--- src/rtl/conv_accumulator_pkg.sv ---
// Shared header for the convolver datapath.
// Holds the datapath widths used across the convolver stages and the
// saturating-add overflow helper used by the channel accumulator.
package conv_accumulator_pkg;

  // Existing convolver widths (pixel and coefficient operands).
  localparam int WID_PIX      = 8;
  localparam int WID_COEF     = 8;

  // Multiplier product, accumulator/output and channel-count widths.
  // WID_ACC must be at least WID_MAC_MULT+4 so that the nine-input sum
  // can never wrap inside the adder tree.
  localparam int WID_MAC_MULT = 16;
  localparam int WID_ACC      = 24;
  localparam int WID_CH       = 8;

  // Number of products in one 3x3 window.
  localparam int N_TAPS       = 9;

  // Overflow classification for a two's-complement add of equal-width
  // operands. Only the sign bits are needed, so the helper works for any
  // width. Returns {pos_ovf, neg_ovf}: the wrapped sum must be replaced
  // by the positive or negative rail respectively.
  function automatic logic [1:0] sat_add_ovf(
    input logic a_msb_i,
    input logic b_msb_i,
    input logic sum_msb_i
  );
    logic [1:0] ovf_s;
    ovf_s = 2'b00;
    if ((a_msb_i == b_msb_i) && (sum_msb_i != a_msb_i)) begin
      if (a_msb_i == 1'b0) begin
        ovf_s = 2'b10;
      end else begin
        ovf_s = 2'b01;
      end
    end else begin
      ovf_s = 2'b00;
    end
    return ovf_s;
  endfunction

endpackage

--- src/rtl/conv_accumulator_add_tree.sv ---
// conv_add_tree: two-level registered reduction of the nine window products.
// Level 1 sums three groups of three sign-extended products, level 2 sums
// the three partial sums. Both levels advance only on en_i; clear_i empties
// the pipeline (valid bits and partial sums) with priority over en_i.
// Ports:
//   clk_i, rst_ni      clock, asynchronous active-low reset
//   en_i               pipeline advance enable
//   clear_i            synchronous flush
//   valid_i            beat valid entering level 1
//   prod_i[k]          signed product k (k=0 is p1)
//   valid_o, sum_o     level-2 valid and window sum (WID_OUT bits, signed)
module conv_add_tree
  import conv_accumulator_pkg::*;
#(
  parameter int WID_IN  = 16,
  parameter int WID_OUT = 24
) (
  input  logic                            clk_i,
  input  logic                            rst_ni,
  input  logic                            en_i,
  input  logic                            clear_i,
  input  logic                            valid_i,
  input  logic [N_TAPS-1:0][WID_IN-1:0]   prod_i,
  output logic                            valid_o,
  output logic [WID_OUT-1:0]              sum_o
);

  logic [N_TAPS-1:0][WID_OUT-1:0] ext_s;
  logic [WID_OUT-1:0] s_a_q, s_a_d, s_b_q, s_b_d, s_c_q, s_c_d;
  logic [WID_OUT-1:0] tsum_q, tsum_d;
  logic               v1_q, v1_d, v2_q, v2_d;

  // Sign-extend every product to the accumulator width; two's-complement
  // addition then needs no further sign handling.
  always_comb begin
    ext_s = '0;
    for (int k = 0; k < N_TAPS; k++) begin
      ext_s[k] = {{(WID_OUT-WID_IN){prod_i[k][WID_IN-1]}}, prod_i[k]};
    end
  end

  // Next state of both tree levels: flush, advance or hold.
  always_comb begin
    s_a_d  = s_a_q;
    s_b_d  = s_b_q;
    s_c_d  = s_c_q;
    v1_d   = v1_q;
    tsum_d = tsum_q;
    v2_d   = v2_q;
    if (clear_i) begin
      s_a_d  = '0;
      s_b_d  = '0;
      s_c_d  = '0;
      v1_d   = 1'b0;
      tsum_d = '0;
      v2_d   = 1'b0;
    end else if (en_i) begin
      s_a_d  = ext_s[0] + ext_s[1] + ext_s[2];
      s_b_d  = ext_s[3] + ext_s[4] + ext_s[5];
      s_c_d  = ext_s[6] + ext_s[7] + ext_s[8];
      v1_d   = valid_i;
      tsum_d = s_a_q + s_b_q + s_c_q;
      v2_d   = v1_q;
    end else begin
      v1_d   = v1_q;
      v2_d   = v2_q;
    end
  end

  // Tree pipeline registers.
  always_ff @(posedge clk_i or negedge rst_ni) begin
    if (!rst_ni) begin
      s_a_q  <= '0;
      s_b_q  <= '0;
      s_c_q  <= '0;
      v1_q   <= 1'b0;
      tsum_q <= '0;
      v2_q   <= 1'b0;
    end else begin
      s_a_q  <= s_a_d;
      s_b_q  <= s_b_d;
      s_c_q  <= s_c_d;
      v1_q   <= v1_d;
      tsum_q <= tsum_d;
      v2_q   <= v2_d;
    end
  end

  assign valid_o = v2_q;
  assign sum_o   = tsum_q;

endmodule

--- src/rtl/conv_accumulator.sv ---
// conv_accumulator: reduces the nine 3x3 window products per beat through a
// registered adder tree, accumulates the window sums over num_ch channels
// with saturation, and hands one result per channel group downstream.
// Ports:
//   clk_i, rst_ni               clock, asynchronous active-low reset
//   clear_i                     synchronous flush of pipeline and partial group
//   in_valid_i / in_ready_o     product beat handshake
//   p1_i .. p9_i                signed window products
//   num_ch_i                    channels per output pixel (0 means 1)
//   out_valid_o / out_ready_i   result handshake
//   out_data_o                  signed saturated result
module conv_accumulator #(
  parameter int WID_MAC_MULT = conv_accumulator_pkg::WID_MAC_MULT,
  parameter int WID_ACC      = conv_accumulator_pkg::WID_ACC,
  parameter int WID_CH       = conv_accumulator_pkg::WID_CH
) (
  input  logic                    clk_i,
  input  logic                    rst_ni,
  input  logic                    clear_i,
  input  logic                    in_valid_i,
  output logic                    in_ready_o,
  input  logic [WID_MAC_MULT-1:0] p1_i,
  input  logic [WID_MAC_MULT-1:0] p2_i,
  input  logic [WID_MAC_MULT-1:0] p3_i,
  input  logic [WID_MAC_MULT-1:0] p4_i,
  input  logic [WID_MAC_MULT-1:0] p5_i,
  input  logic [WID_MAC_MULT-1:0] p6_i,
  input  logic [WID_MAC_MULT-1:0] p7_i,
  input  logic [WID_MAC_MULT-1:0] p8_i,
  input  logic [WID_MAC_MULT-1:0] p9_i,
  input  logic [WID_CH-1:0]       num_ch_i,
  output logic                    out_valid_o,
  input  logic                    out_ready_i,
  output logic [WID_ACC-1:0]      out_data_o
);
  import conv_accumulator_pkg::*;

  localparam logic [WID_CH-1:0]  CH_ONE  = {{(WID_CH-1){1'b0}}, 1'b1};
  localparam logic [WID_ACC-1:0] ACC_MAX = {1'b0, {(WID_ACC-1){1'b1}}};
  localparam logic [WID_ACC-1:0] ACC_MIN = {1'b1, {(WID_ACC-1){1'b0}}};

  logic [N_TAPS-1:0][WID_MAC_MULT-1:0] prod_s;
  logic                 en_s, v2_s;
  logic [WID_ACC-1:0]   tsum_s, acc_raw_s, acc_new_s;
  logic [1:0]           ovf_s;
  logic                 first_s;
  logic [WID_CH-1:0]    nc_eff_s;

  logic [WID_CH-1:0]    ch_cnt_q, ch_cnt_d;
  logic [WID_CH-1:0]    num_ch_q, num_ch_d;
  logic [WID_ACC-1:0]   acc_q, acc_d;
  logic                 out_valid_q, out_valid_d;
  logic [WID_ACC-1:0]   out_data_q, out_data_d;

  // A result held without downstream acceptance freezes the whole pipe.
  assign en_s       = !(out_valid_q && !out_ready_i);
  assign in_ready_o = en_s;
  assign prod_s     = {p9_i, p8_i, p7_i, p6_i, p5_i, p4_i, p3_i, p2_i, p1_i};

  conv_add_tree #(
    .WID_IN  (WID_MAC_MULT),
    .WID_OUT (WID_ACC)
  ) u_add_tree (
    .clk_i   (clk_i),
    .rst_ni  (rst_ni),
    .en_i    (en_s),
    .clear_i (clear_i),
    .valid_i (in_valid_i),
    .prod_i  (prod_s),
    .valid_o (v2_s),
    .sum_o   (tsum_s)
  );

  // Candidate accumulator value: a group's first beat loads the window sum,
  // later beats add with clamping to the signed rails.
  always_comb begin
    first_s   = (ch_cnt_q == '0);
    nc_eff_s  = (num_ch_i == '0) ? CH_ONE : num_ch_i;
    acc_raw_s = acc_q + tsum_s;
    ovf_s     = sat_add_ovf(acc_q[WID_ACC-1], tsum_s[WID_ACC-1], acc_raw_s[WID_ACC-1]);
    if (first_s) begin
      acc_new_s = tsum_s;
    end else begin
      case (ovf_s)
        2'b10:   acc_new_s = ACC_MAX;
        2'b01:   acc_new_s = ACC_MIN;
        default: acc_new_s = acc_raw_s;
      endcase
    end
    // The terminal-count compare on a first beat uses the channel count
    // being latched in the same cycle.
    if (!first_s) begin
      nc_eff_s = num_ch_q;
    end else begin
      nc_eff_s = nc_eff_s;
    end
  end

  // Accumulator, channel counter and output register next state.
  always_comb begin
    ch_cnt_d    = ch_cnt_q;
    num_ch_d    = num_ch_q;
    acc_d       = acc_q;
    out_valid_d = out_valid_q;
    out_data_d  = out_data_q;
    if (clear_i) begin
      ch_cnt_d    = '0;
      acc_d       = '0;
      out_valid_d = 1'b0;
    end else if (en_s) begin
      // Advancing implies any held result is taken this cycle.
      out_valid_d = 1'b0;
      if (v2_s) begin
        acc_d    = acc_new_s;
        num_ch_d = first_s ? nc_eff_s : num_ch_q;
        if (ch_cnt_q == (nc_eff_s - CH_ONE)) begin
          out_data_d  = acc_new_s;
          out_valid_d = 1'b1;
          ch_cnt_d    = '0;
        end else begin
          ch_cnt_d    = ch_cnt_q + CH_ONE;
        end
      end else begin
        ch_cnt_d = ch_cnt_q;
      end
    end else begin
      out_valid_d = out_valid_q;
    end
  end

  // Accumulate-stage and output registers.
  always_ff @(posedge clk_i or negedge rst_ni) begin
    if (!rst_ni) begin
      ch_cnt_q    <= '0;
      num_ch_q    <= '0;
      acc_q       <= '0;
      out_valid_q <= 1'b0;
      out_data_q  <= '0;
    end else begin
      ch_cnt_q    <= ch_cnt_d;
      num_ch_q    <= num_ch_d;
      acc_q       <= acc_d;
      out_valid_q <= out_valid_d;
      out_data_q  <= out_data_d;
    end
  end

  assign out_valid_o = out_valid_q;
  assign out_data_o  = out_data_q;

endmodule

--- config.mk ---
export PLATFORM = sky130hd
export DESIGN_NAME = conv_accumulator
export DESIGN_NICKNAME = d
export VERILOG_FILES = /design/src/rtl/conv_accumulator_pkg.sv /design/src/rtl/conv_accumulator_add_tree.sv /design/src/rtl/conv_accumulator.sv
export SDC_FILE = /design/constraint.sdc
export NUM_CORES = 1
export LEC_CHECK = 0
export BUFFER_PORTS_ARGS = -buffer_cell sky130_fd_sc_hd__buf_2
export CORE_MARGIN = 10
export CORE_UTILIZATION = 64
export DETAILED_ROUTE_END_ITERATION = 10
export GPL_TIMING_DRIVEN = 0
export PLACE_DENSITY_LB_ADDON = 0.3
export SYNTH_ARGS = -nofsm -noshare
export SYNTH_HDL_FRONTEND = slang
export SYNTH_SLANG_ARGS = --single-unit
--- constraint.sdc ---
create_clock -name clk_i -period 8.9 [get_ports clk_i]
set_input_delay 1.78 -clock clk_i [delete_from_list [all_inputs] [get_ports clk_i]]
set_output_delay 1.78 -clock clk_i [all_outputs]
set_load 0.01 [all_outputs]
==> results of run 1 <==
-- cell families (layout without fill, tap and decap cells) --
logic type,count (synthesis),in the layout,share of synthesized area (%)
other,0,2,0
XOR/XNOR,121,121,7.76
flip-flops,163,163,29.9
buffers and inverters,112,327,3.32
multiplexers,20,20,1.63
AND/OR/NAND/NOR,486,486,16.5
adder cells (fa/ha/maj),178,178,18.0
AO/OA/AOI/OAI,489,489,22.9
-- worst max-delay path, stage by stage --
cell and delay [ps]:
buf_2 110, ha_1 300, a211oi_1 340, o211ai_1 180, a221o_1 370, o41a_1 330
a21oi_1 280, nor2b_1 70, o21ai_0 340, nor2b_1 210, xnor2_1 140, ha_1 310
nand2_1 110, nor2_1 50, a221oi_1 460, a211o_1 250, nand2b_1 60, a21oi_1 320
a21o_1 130
-- metal layers --
| metal | up-vias | track usage, % | routed length, um |
|---|---|---|---|
| met2 | 463 | 44.2 | 17400 |
| met1 | 5951 | 31.9 | 15500 |
| met4 | 2 | 11.5 | 1200 |
| met3 | 91 | 6.29 | 2980 |
| met5 | - | 0 | 7 |
| li1 | 6109 | - | - |
-- layout by cell type (no fill, tap or decap), types with 22 or more instances in the layout --
cell type,instances
a211oi_1,30
nor3_1,40
xnor2_1,78
dfrtp_1,163
inv_1,60
buf_2,184
nand2_1,214
a21o_1,46
nor2_1,93
ha_1,147
clkbuf_1,41
nand3_1,25
a21oi_1,142
o21ai_0,108
xor2_1,43
o21a_1,24
fa_1,31
nor2b_1,22
-- sequential cells by signal (all words and copies together) (netlist names) --
signal              count
acc_q                  24
out_data_o             24
u_add_tree.s_a_q       24
u_add_tree.s_b_q       24
u_add_tree.s_c_q       24
u_add_tree.sum_o       24
ch_cnt_q                8
num_ch_q                8
out_valid_o             1
u_add_tree.v1_q         1
u_add_tree.valid_o      1
-- per-stage QoR --
stage          hold slack (ps)  cell area (um^2)
5_1_grt                    500             15500
2_1_floorplan              453             13700
4_1_cts                    487             15500
6_report                   479             15600
3_3_place_gp               457             14900
3_5_place_dp               472             15000
-- power by group through the flow --
stage               Clock [mW]  Combinational (mW)  Sequential [mW]
finish                   0.728                1.68             1.02
global route             0.767                1.87             1.04
CTS                      0.735                1.65             1.02
detailed placement           0                1.62             1.03
global placement             0                1.57             1.03
floorplan                    0                1.26            0.986
-- how the worst max path moves through the flow --
stage             from                    to
2_1_floorplan  p1_i[0]  u_add_tree.s_a_q[18]
3_3_place_gp   p7_i[1]  u_add_tree.s_c_q[20]
3_5_place_dp   p7_i[1]  u_add_tree.s_c_q[22]
4_1_cts        p7_i[1]  u_add_tree.s_c_q[22]
5_1_grt        p7_i[1]  u_add_tree.s_c_q[22]
6_report       p7_i[1]  u_add_tree.s_c_q[22]
-- layout make-up --
class / instances / area, um^2 / area share (%)
Sequential cell: 163 / 4080 / 26.2
Inverter: 61 / 234 / 1.50
Tap cell: 275 / 344 / 2.21
Antenna cell: 2 / 5.00 / 0.0322
Timing Repair Buffer: 183 / 967 / 6.22
Buffer: 51 / 219 / 1.41
Clock buffer: 17 / 425 / 2.74
Clock inverter: 15 / 160 / 1.03
Multi-Input combinational cell: 1294 / 9120 / 58.6
==> results.toml, run 1 <==
[detailed_routing]
drt_iter0_markers = 990
num_vias = 12616
wl_per_cell_um = 18.0
postRouteAntennaNets = 0
drt_wl_total_um = 37100
route.detailed.drc = 0
first_pass_iters = 7
vias_per_cell = 6.12

[global_route]
track_usage_pct = 26.5
grt_pass1_wl_um = 61600
grt_pass1_vias = 12907
grt_max_degree = 63
antenna_found_initial = 4
grt-ovfl-total = 0

[placed_design]
place_congestion = 0.935
dp_cells = 2027
io_buffers = 181
dp_hpwl_um = 29500
dp_slack_ps = 2850

[critical_path]
crit_type = "primary input to flop"
reg2reg_depth = 11
reg2reg_slack_ps = 4940
worstPathArrival_ps = 6130
worstReg2RegEnd = "out_data_o[18]"
worstPathMaxFanout = 4
critPathCaptureType = "flop"
cp.required_ps = 9280
rr_startpoint = "u_add_tree.sum_o[4]"
crit_path_start_kind = "primary input"

[synthesis]
synth_seq_area_share_pct = 29.9
synth-edff-count = 0
syn_area_per_cell_um2 = 8.70
synth_warnings = 0
syn_area_um2 = 13700
ys_seq_elements = 163
syn_inst = 1569
async_reset_ff_share_pct = 100
synthTopCellsByArea = "dfrtp_1, ha_1, nand2_1, a21oi_1, xnor2_1"
synth_flop_cell = "dfrtp_1"
netlist.area_leader.share_pct = 29.9
synth_top_area_cell = "dfrtp_1"
yosysMostFrequentCell = "nand2_1"
yosys.cell_types.count = 75
syn_nets = 1904
netlist_top_cells_count = "nand2_1, dfrtp_1, ha_1"

[power_and_ir_drop]
p_clk_share_pct = 21.2
power_density_nw_per_um2 = 220
intPower_mw = 1.99
power_switching_share_pct = 41.9
p_seq_share_pct = 29.8
combPwrFrac_pct = 48.9
p_leak_nw = 7.67
power_mw = 3.43
power.switching_mw = 1.44
peakVddDrop_uv = 178

[worst_hold_path]
min_from = "out_data_o[18]"
holdPathStages = 2
min_to = "out_data_o[18]"
hold_class = "flop to flop"

[sta]
final-hold-violation-count = 0
fin_setup_tns_ps = 0
worst_pin_slew_ps = 968
fmax_mhz = 174
min_period_ps = 5740
min_period_over_period_pct = 64.5
worst_slack_ps = 3160
relSlewSlack_pct = 35.2
fin_skew_ps = 9.38
setup_viol = 0
maxSlewViolCount = 0
rsz0062_at_grt = "no"

[finish]
fin_util_pct = 74.0
layout-drive-gt1-share_pct = 13.7
nets = 2106
n_fill_cell = 1625
post_layout_nonfiller_instances = 2061
area_growth_pct = 13.9

[job]
maxCapViolCount = 0

[clock_tree]
post_cts_buffers = 0
cts_buffers = 17
cts.clk_slew.worst_paths_ps = 70
cts-htree-levels = 4
clock_sinks = 163
cts_tree = "built"
post_cts_resized = 0
clk_latency_ps = 440
cts.path.max_buffers = 2
cts_root_buf = "clkbuf_16"
ctsHoldBuffers = 0

[floorplanning]
pin_count = 183
initial_core_util_pct = 64.9
rows = 53
die_w_um = 166
dieHeight_um = 166
coreArea_um2 = 21000
dieArea_um2 = 27600

[outcome]
status = "finished, final reports clean"
(Power assumes the default switching activity.)
==> run 2: changes to the inputs <==
--- a/config.mk
+++ b/config.mk
@@ -5,9 +5,10 @@
 export SDC_FILE = /design/constraint.sdc
 export NUM_CORES = 1
 export LEC_CHECK = 0
+export ABC_AREA = 1
 export BUFFER_PORTS_ARGS = -buffer_cell sky130_fd_sc_hd__buf_2
 export CORE_MARGIN = 10
-export CORE_UTILIZATION = 64
+export CORE_UTILIZATION = 55
 export DETAILED_ROUTE_END_ITERATION = 10
 export GPL_TIMING_DRIVEN = 0
 export PLACE_DENSITY_LB_ADDON = 0.3
==> constraint.sdc (replaced) <==
create_clock -name clk_i -period 5.2 [get_ports clk_i]
set_input_delay 1.04 -clock clk_i [delete_from_list [all_inputs] [get_ports clk_i]]
set_output_delay 1.04 -clock clk_i [all_outputs]
set_load 0.01 [all_outputs]
==> run 2 against run 1 <==
Effect of this change: worst hold slack worse by 8.7 ps; first-iteration DRC count up 3.7%; core utilization down 10 points; setup slack worse by 2300 ps; largest power group unchanged; final cell count up 29%.
==> results.toml, run 2 <==
[outcome]
status = "finished, final reports clean"

[clock_tree]
cts-htree-levels = 4
cts.clk_slew.worst_paths_ps = 70
post_cts_resized = 0
ctsHoldBuffers = 0
clock_sinks = 163
cts.path.max_buffers = 2
clk_latency_ps = 440
cts_buffers = 17
cts_root_buf = "clkbuf_16"
post_cts_buffers = 0
cts_tree = "built"

[sta]
setup_viol = 0
fin_setup_tns_ps = 0
worst_pin_slew_ps = 798
final-hold-violation-count = 0
min_period_ps = 4380
fin_skew_ps = 11.9
worst_slack_ps = 817
min_period_over_period_pct = 84.3
relSlewSlack_pct = 46.8
fmax_mhz = 228
whs_ps = 471
rsz0062_at_grt = "no"
maxSlewViolCount = 0

[critical_path]
reg2reg_slack_ps = 1980
worstReg2RegEnd = "out_data_o[13]"
rr_startpoint = "ch_cnt_q[0]"
critPathCaptureType = "flop"
cp.required_ps = 5520
worstPathMaxFanout = 5
reg2reg_depth = 17
crit_path_start_kind = "primary input"
crit_type = "primary input to flop"
worstPathArrival_ps = 4700

[finish]
final_common_cell = "nand2_1"
layout-drive-gt1-share_pct = 10.2
area_growth_pct = 13.3
n_fill_cell = 2467
final_cell_mix = "nand2_1, inv_1, buf_2"
stdcell_area_um2 = 16600
regArea_um2 = 4080
n_antenna_cell = 0
multi_input_area_um2 = 9550
nets = 2641

[synthesis]
synth-edff-count = 0
syn_area_per_cell_um2 = 6.97
synth_flop_cell = "dfrtp_1"
syn_nets = 2440
ys_seq_elements = 163
syn_area_um2 = 14700
netlist_top_cells_count = "nand2_1, inv_1, dfrtp_1"
yosys.cell_types.count = 43
yosysMostFrequentCell = "nand2_1"
synth_warnings = 0
synth_top_area_cell = "dfrtp_1"
synthTopCellsByArea = "dfrtp_1, nand2_1, ha_1, inv_1, a21oi_1"
async_reset_ff_share_pct = 100
netlist.area_leader.share_pct = 27.8
synth_seq_area_share_pct = 27.8
syn_inst = 2105

[global_route]
grt-ovfl-total = 0
grt_max_degree = 84
track_usage_pct = 25.4
grt_pass1_vias = 14441
grt_pass1_wl_um = 70400
antenna_found_initial = 1

[detailed_routing]
drt_iter0_markers = 1027
first_pass_iters = 5
num_vias = 14520
vias_per_cell = 5.47
drt_wl_total_um = 42200
wl_per_cell_um = 15.9
route.detailed.drc = 0
postRouteAntennaNets = 0

[floorplanning]
initial_core_util_pct = 56.2
rows = 59
dieHeight_um = 183
dieArea_um2 = 33600
pin_count = 183
coreArea_um2 = 26100
die_w_um = 183

[worst_hold_path]
min_from = "out_data_o[16]"
holdPathStages = 2
hold_class = "flop to flop"
min_to = "out_data_o[16]"

[placed_design]
dp_slack_ps = 404
dp_hpwl_um = 34100
io_buffers = 181
place_congestion = 0.959
placed_area_um2 = 16000

[power_and_ir_drop]
p_leak_nw = 9.29
power_density_nw_per_um2 = 358
peakVddDrop_uv = 294

[job]
maxCapViolCount = 0
==> run 2: changes by cell type after synthesis, moves of 17 or more <==
| cell | change |
|---|---|
| nand3_1 | +43 |
| inv_1 | +163 |
| nor2b_1 | -22 |
| or3_1 | -17 |
| nor2_1 | +25 |
| nor3_1 | -22 |
| o21a_1 | -17 |
| a211oi_1 | -30 |
| nand2_1 | +537 |
| xnor2_1 | -48 |
| o21ai_0 | +24 |
| a21o_1 | -41 |
| nand4_1 | +33 |
==> run 2: worst max-delay path by stage <==
stage,from,to,cells past startpoint
finish,p7_i[0],u_add_tree.s_c_q[17],21
global placement,p7_i[0],u_add_tree.s_c_q[21],21
detailed placement,p7_i[0],u_add_tree.s_c_q[23],21
global route,p7_i[0],u_add_tree.s_c_q[17],21
CTS,p7_i[0],u_add_tree.s_c_q[17],21
floorplan,p1_i[0],u_add_tree.s_a_q[17],21
==> run 2: cell type report <==
type	count	area share, %
sequential	163	24.5
clock inverter	12	0.880
inverter	228	5.15
multi-input combinational	1671	57.5
tap	335	2.52
clock buffer	20	2.63
buffer	43	1.17
timing repair buffer	182	5.67
==> run 2: power breakdown <==
group	switching (mW)	internal, mW	total [mW]	leakage (nW)
Combinational	1.83	1.08	2.91	6.85
Clock	0.569	0.719	1.29	0.279
Sequential	0.255	1.50	1.76	2.16
==> run 2: kinds of logic after synthesis <==
family	share of synthesized area, %
AO/OA/AOI/OAI	14.9
XOR/XNOR	4.57
adder cells (fa/ha/maj)	16.8
buffers and inverters	7.15
flip-flops	27.8
AND/OR/NAND/NOR	28.8
==> run 2: routing by layer <==
metal,vias to the layer above,global-route usage [%],routed length [um],share of wire [%]
li1,7361,-,-,-
met1,6687,31.8,18400,44
met2,406,43.9,20400,48
met3,66,3.93,2240,5.3
met4,0,8.46,1190,2.8
met5,-,0,0,0
==> run 2: metrics by stage <==
step                      std cells  util (%)  power (mW)
after floorplan                2105         -        3.83
after global placement         2621      61.3        4.57
after detailed placement       2622      61.4        4.62
after CTS                      2654      63.6        5.93
after global routing           2654      63.6        6.46
final                          2654      63.6        5.95
==> run 2: critical path: stages <==
cell and delay, ps:
buf_2 80, ha_1 130, inv_1 70, fa_1 440
nor4_1 300, nor2_1 100, o21ai_0 450, a21boi_0 280
xnor2_1 190, ha_1 360, nand2_1 110, nor2_1 160
nand4_1 120, nand2_1 130, nand2_1 60, o211ai_1 100
nand2_1 100, nand2_1 60, nand2_1 120, nand2_1 200
nand2_1 90
==> run 3: changes to the inputs <==
--- a/config.mk
+++ b/config.mk
@@ -5,10 +5,10 @@
 export SDC_FILE = /design/constraint.sdc
 export NUM_CORES = 1
 export LEC_CHECK = 0
-export ABC_AREA = 1
+export ABC_AREA = 0
 export BUFFER_PORTS_ARGS = -buffer_cell sky130_fd_sc_hd__buf_2
 export CORE_MARGIN = 10
-export CORE_UTILIZATION = 55
+export CORE_UTILIZATION = 54
 export DETAILED_ROUTE_END_ITERATION = 10
 export GPL_TIMING_DRIVEN = 0
 export PLACE_DENSITY_LB_ADDON = 0.3
==> constraint.sdc (replaced) <==
create_clock -name clk_i -period 4 [get_ports clk_i]
set_input_delay 0.8 -clock clk_i [delete_from_list [all_inputs] [get_ports clk_i]]
set_output_delay 0.8 -clock clk_i [all_outputs]
set_load 0.01 [all_outputs]
==> run 3 against run 2 <==
Effect of this change: the flow now finishes with violations (negative setup slack); non-clock buffer count increased by 25; sequential cell count unchanged; clock power increased by 23%.
==> results.toml, run 3 (synthesized netlist as in run 1, its figures left out) <==
[clock_tree]
cts-htree-levels = 4
cts.clk_slew.worst_paths_ps = 60
clk_latency_ps = 440
cts_tree = "built"
cts_root_buf = "clkbuf_16"
cts_buffers = 17
cts.path.max_buffers = 2
clock_sinks = 163
ctsHoldBuffers = 0

[floorplanning]
dieHeight_um = 179
die_w_um = 179
initial_core_util_pct = 54.5
pin_count = 183
dieArea_um2 = 32000
rows = 58
coreArea_um2 = 25000

[sta]
min_period_ps = 4020
worst_slack_ps = -20.6
relSlewSlack_pct = 37.2
min_period_over_period_pct = 101
fmax_mhz = 249
fin_skew_ps = 6.81
rsz0062_at_grt = "yes"
worst_pin_slew_ps = 939
maxSlewViolCount = 0
final-hold-violation-count = 0
setup_viol = 3

[critical_path]
worstPathArrival_ps = 4350
crit_chain = "buf_8, ha_4, a211oi_4, o211ai_1, a221o_1, o41a_1, a21oi_2, nor2b_1, o21ai_2, nor2b_4, xnor2_2, ha_4, nand2_4, nor2_4, a221oi_4, a211o_1, nand2b_1, a21oi_4, a21o_1"
crit_type = "primary input to flop"
crit_top_cell = "ha_4"
rr_startpoint = "u_add_tree.s_c_q[1]"
critical-path-top-delay-family = "compound AO/OA/AOI/OAI gates"
worstPathMaxFanout = 3
worstReg2RegEnd = "u_add_tree.sum_o[23]"
critPathCaptureType = "flop"
crit_path_start = "p8_i[1]"
reg2reg_slack_ps = 160
crit_path_start_kind = "primary input"
cp_num_buf_inv = 1
cp.required_ps = 4330
max_stage_delay_ps = 430
slowest_stage = "o41a_1"
reg2reg_depth = 12

[detailed_routing]
route.detailed.drc = 0
num_vias = 12521
vias_per_cell = 5.88
drt_iter0_markers = 931
first_pass_iters = 5
wl_per_cell_um = 17.9
drt_wl_total_um = 38100
postRouteAntennaNets = 0

[finish]
post_layout_nonfiller_instances = 2130
n_antenna_cell = 0
final_cell_mix = "nand2_1, buf_2, dfrtp_1"
layout-drive-gt1-share_pct = 18.2
nets = 2122
final_common_cell = "nand2_1"
area_growth_pct = 18.6

[global_route]
grt_pass1_vias = 12630
grt_pass1_wl_um = 62800
grt_max_degree = 97
antenna_found_initial = 1
track_usage_pct = 23.9
grt-ovfl-total = 0

[placed_design]
io_buffers = 181
dp_hpwl_um = 29500
place_congestion = 0.912
dp_cells = 2081
dp_slack_ps = -713

[job]
maxCapViolCount = 0

[power_and_ir_drop]
power_density_nw_per_um2 = 482
p_leak_nw = 7.81
peakVddDrop_uv = 369

[outcome]
status = "finished, violations left"
violations = "negative setup slack"

[worst_hold_path]
hold_class = "primary input to asynchronous set/reset pin"
run 3: cell types whose count changed in the layout (fill, tap and decap cells not counted), moves of 26 or more:
cell,delta
nand2_1,-539
inv_1,-163
xnor2_1,+46
nand3_1,-44
a21o_1,+41
o21ai_0,-34
nand4_1,-33
nor2_1,-29
a21oi_1,-26
run 3: area by class of cell:
cell class                      count  area [um^2]
Timing Repair Buffer              200         1090
Multi-Input combinational cell   1294         9590
Sequential cell                   163         4080
Buffer                             50          216
Clock buffer                       18          429
Clock inverter                     14          129
Tap cell                          330          413
Fill cell                        2130         8850
Inverter                           61          234
run 3: report_power, final:
| group | switching (mW) | internal, mW | leakage, nW |
|---|---|---|---|
| clock network | 0.724 | 0.863 | 0.267 |
| registers | 0.320 | 1.96 | 2.16 |
| logic | 2.18 | 1.75 | 5.38 |
run 3: repair_timing:
item / in CTS / in global routing
cloned: 0 / 0
resized for setup: 19 / 81
endpoints found under the setup margin: 20 / 58
pin swaps: 10 / 46
buffers inserted: 5 / 15
run 3: how the worst max path moves through the flow:
| stage | endpoint | slack (ps) | cells past startpoint |
|---|---|---|---|
| final | u_add_tree.s_c_q[18] | -20 | 19 |
| after floorplan | u_add_tree.s_c_q[22] | 2 | 18 |
| after global placement | u_add_tree.s_c_q[20] | -660 | 19 |
| after global routing | u_add_tree.s_c_q[20] | -120 | 19 |
| after detailed placement | u_add_tree.s_c_q[18] | -710 | 19 |
| after CTS | u_add_tree.s_c_q[18] | 7 | 20 |
run 3: worst register-to-register path, delay by kind of cell, from the launching register on:
kind | cells | cell delay [ps]
adder cells (fa/ha/maj) | 3 | 1160
flip-flops | 1 | 410
AND/OR/NAND/NOR | 2 | 450
AO/OA/AOI/OAI | 7 | 1680
run 3: metal layers:
| layer | GRT usage, % | wire, um |
|---|---|---|
| met1 | 31.7 | 17000 |
| met2 | 39.6 | 18100 |
| met3 | 4.53 | 2330 |
| met4 | 5.61 | 611 |
| met5 | 0 | 13 |
run 3: through the flow:
step	utilization [%]	TNS [ps]	instance area (um^2)	power, mW	hold slack [ps]
floorplan	-	0	13700	5.01	453
global placement	59.9	-57900	15000	5.81	460
detailed placement	60.0	-17250	15000	5.93	464
CTS	62.8	0	15700	7.58	320
global route	64.6	-518	16200	8.41	341
finish	64.6	-50.4	16200	7.80	294
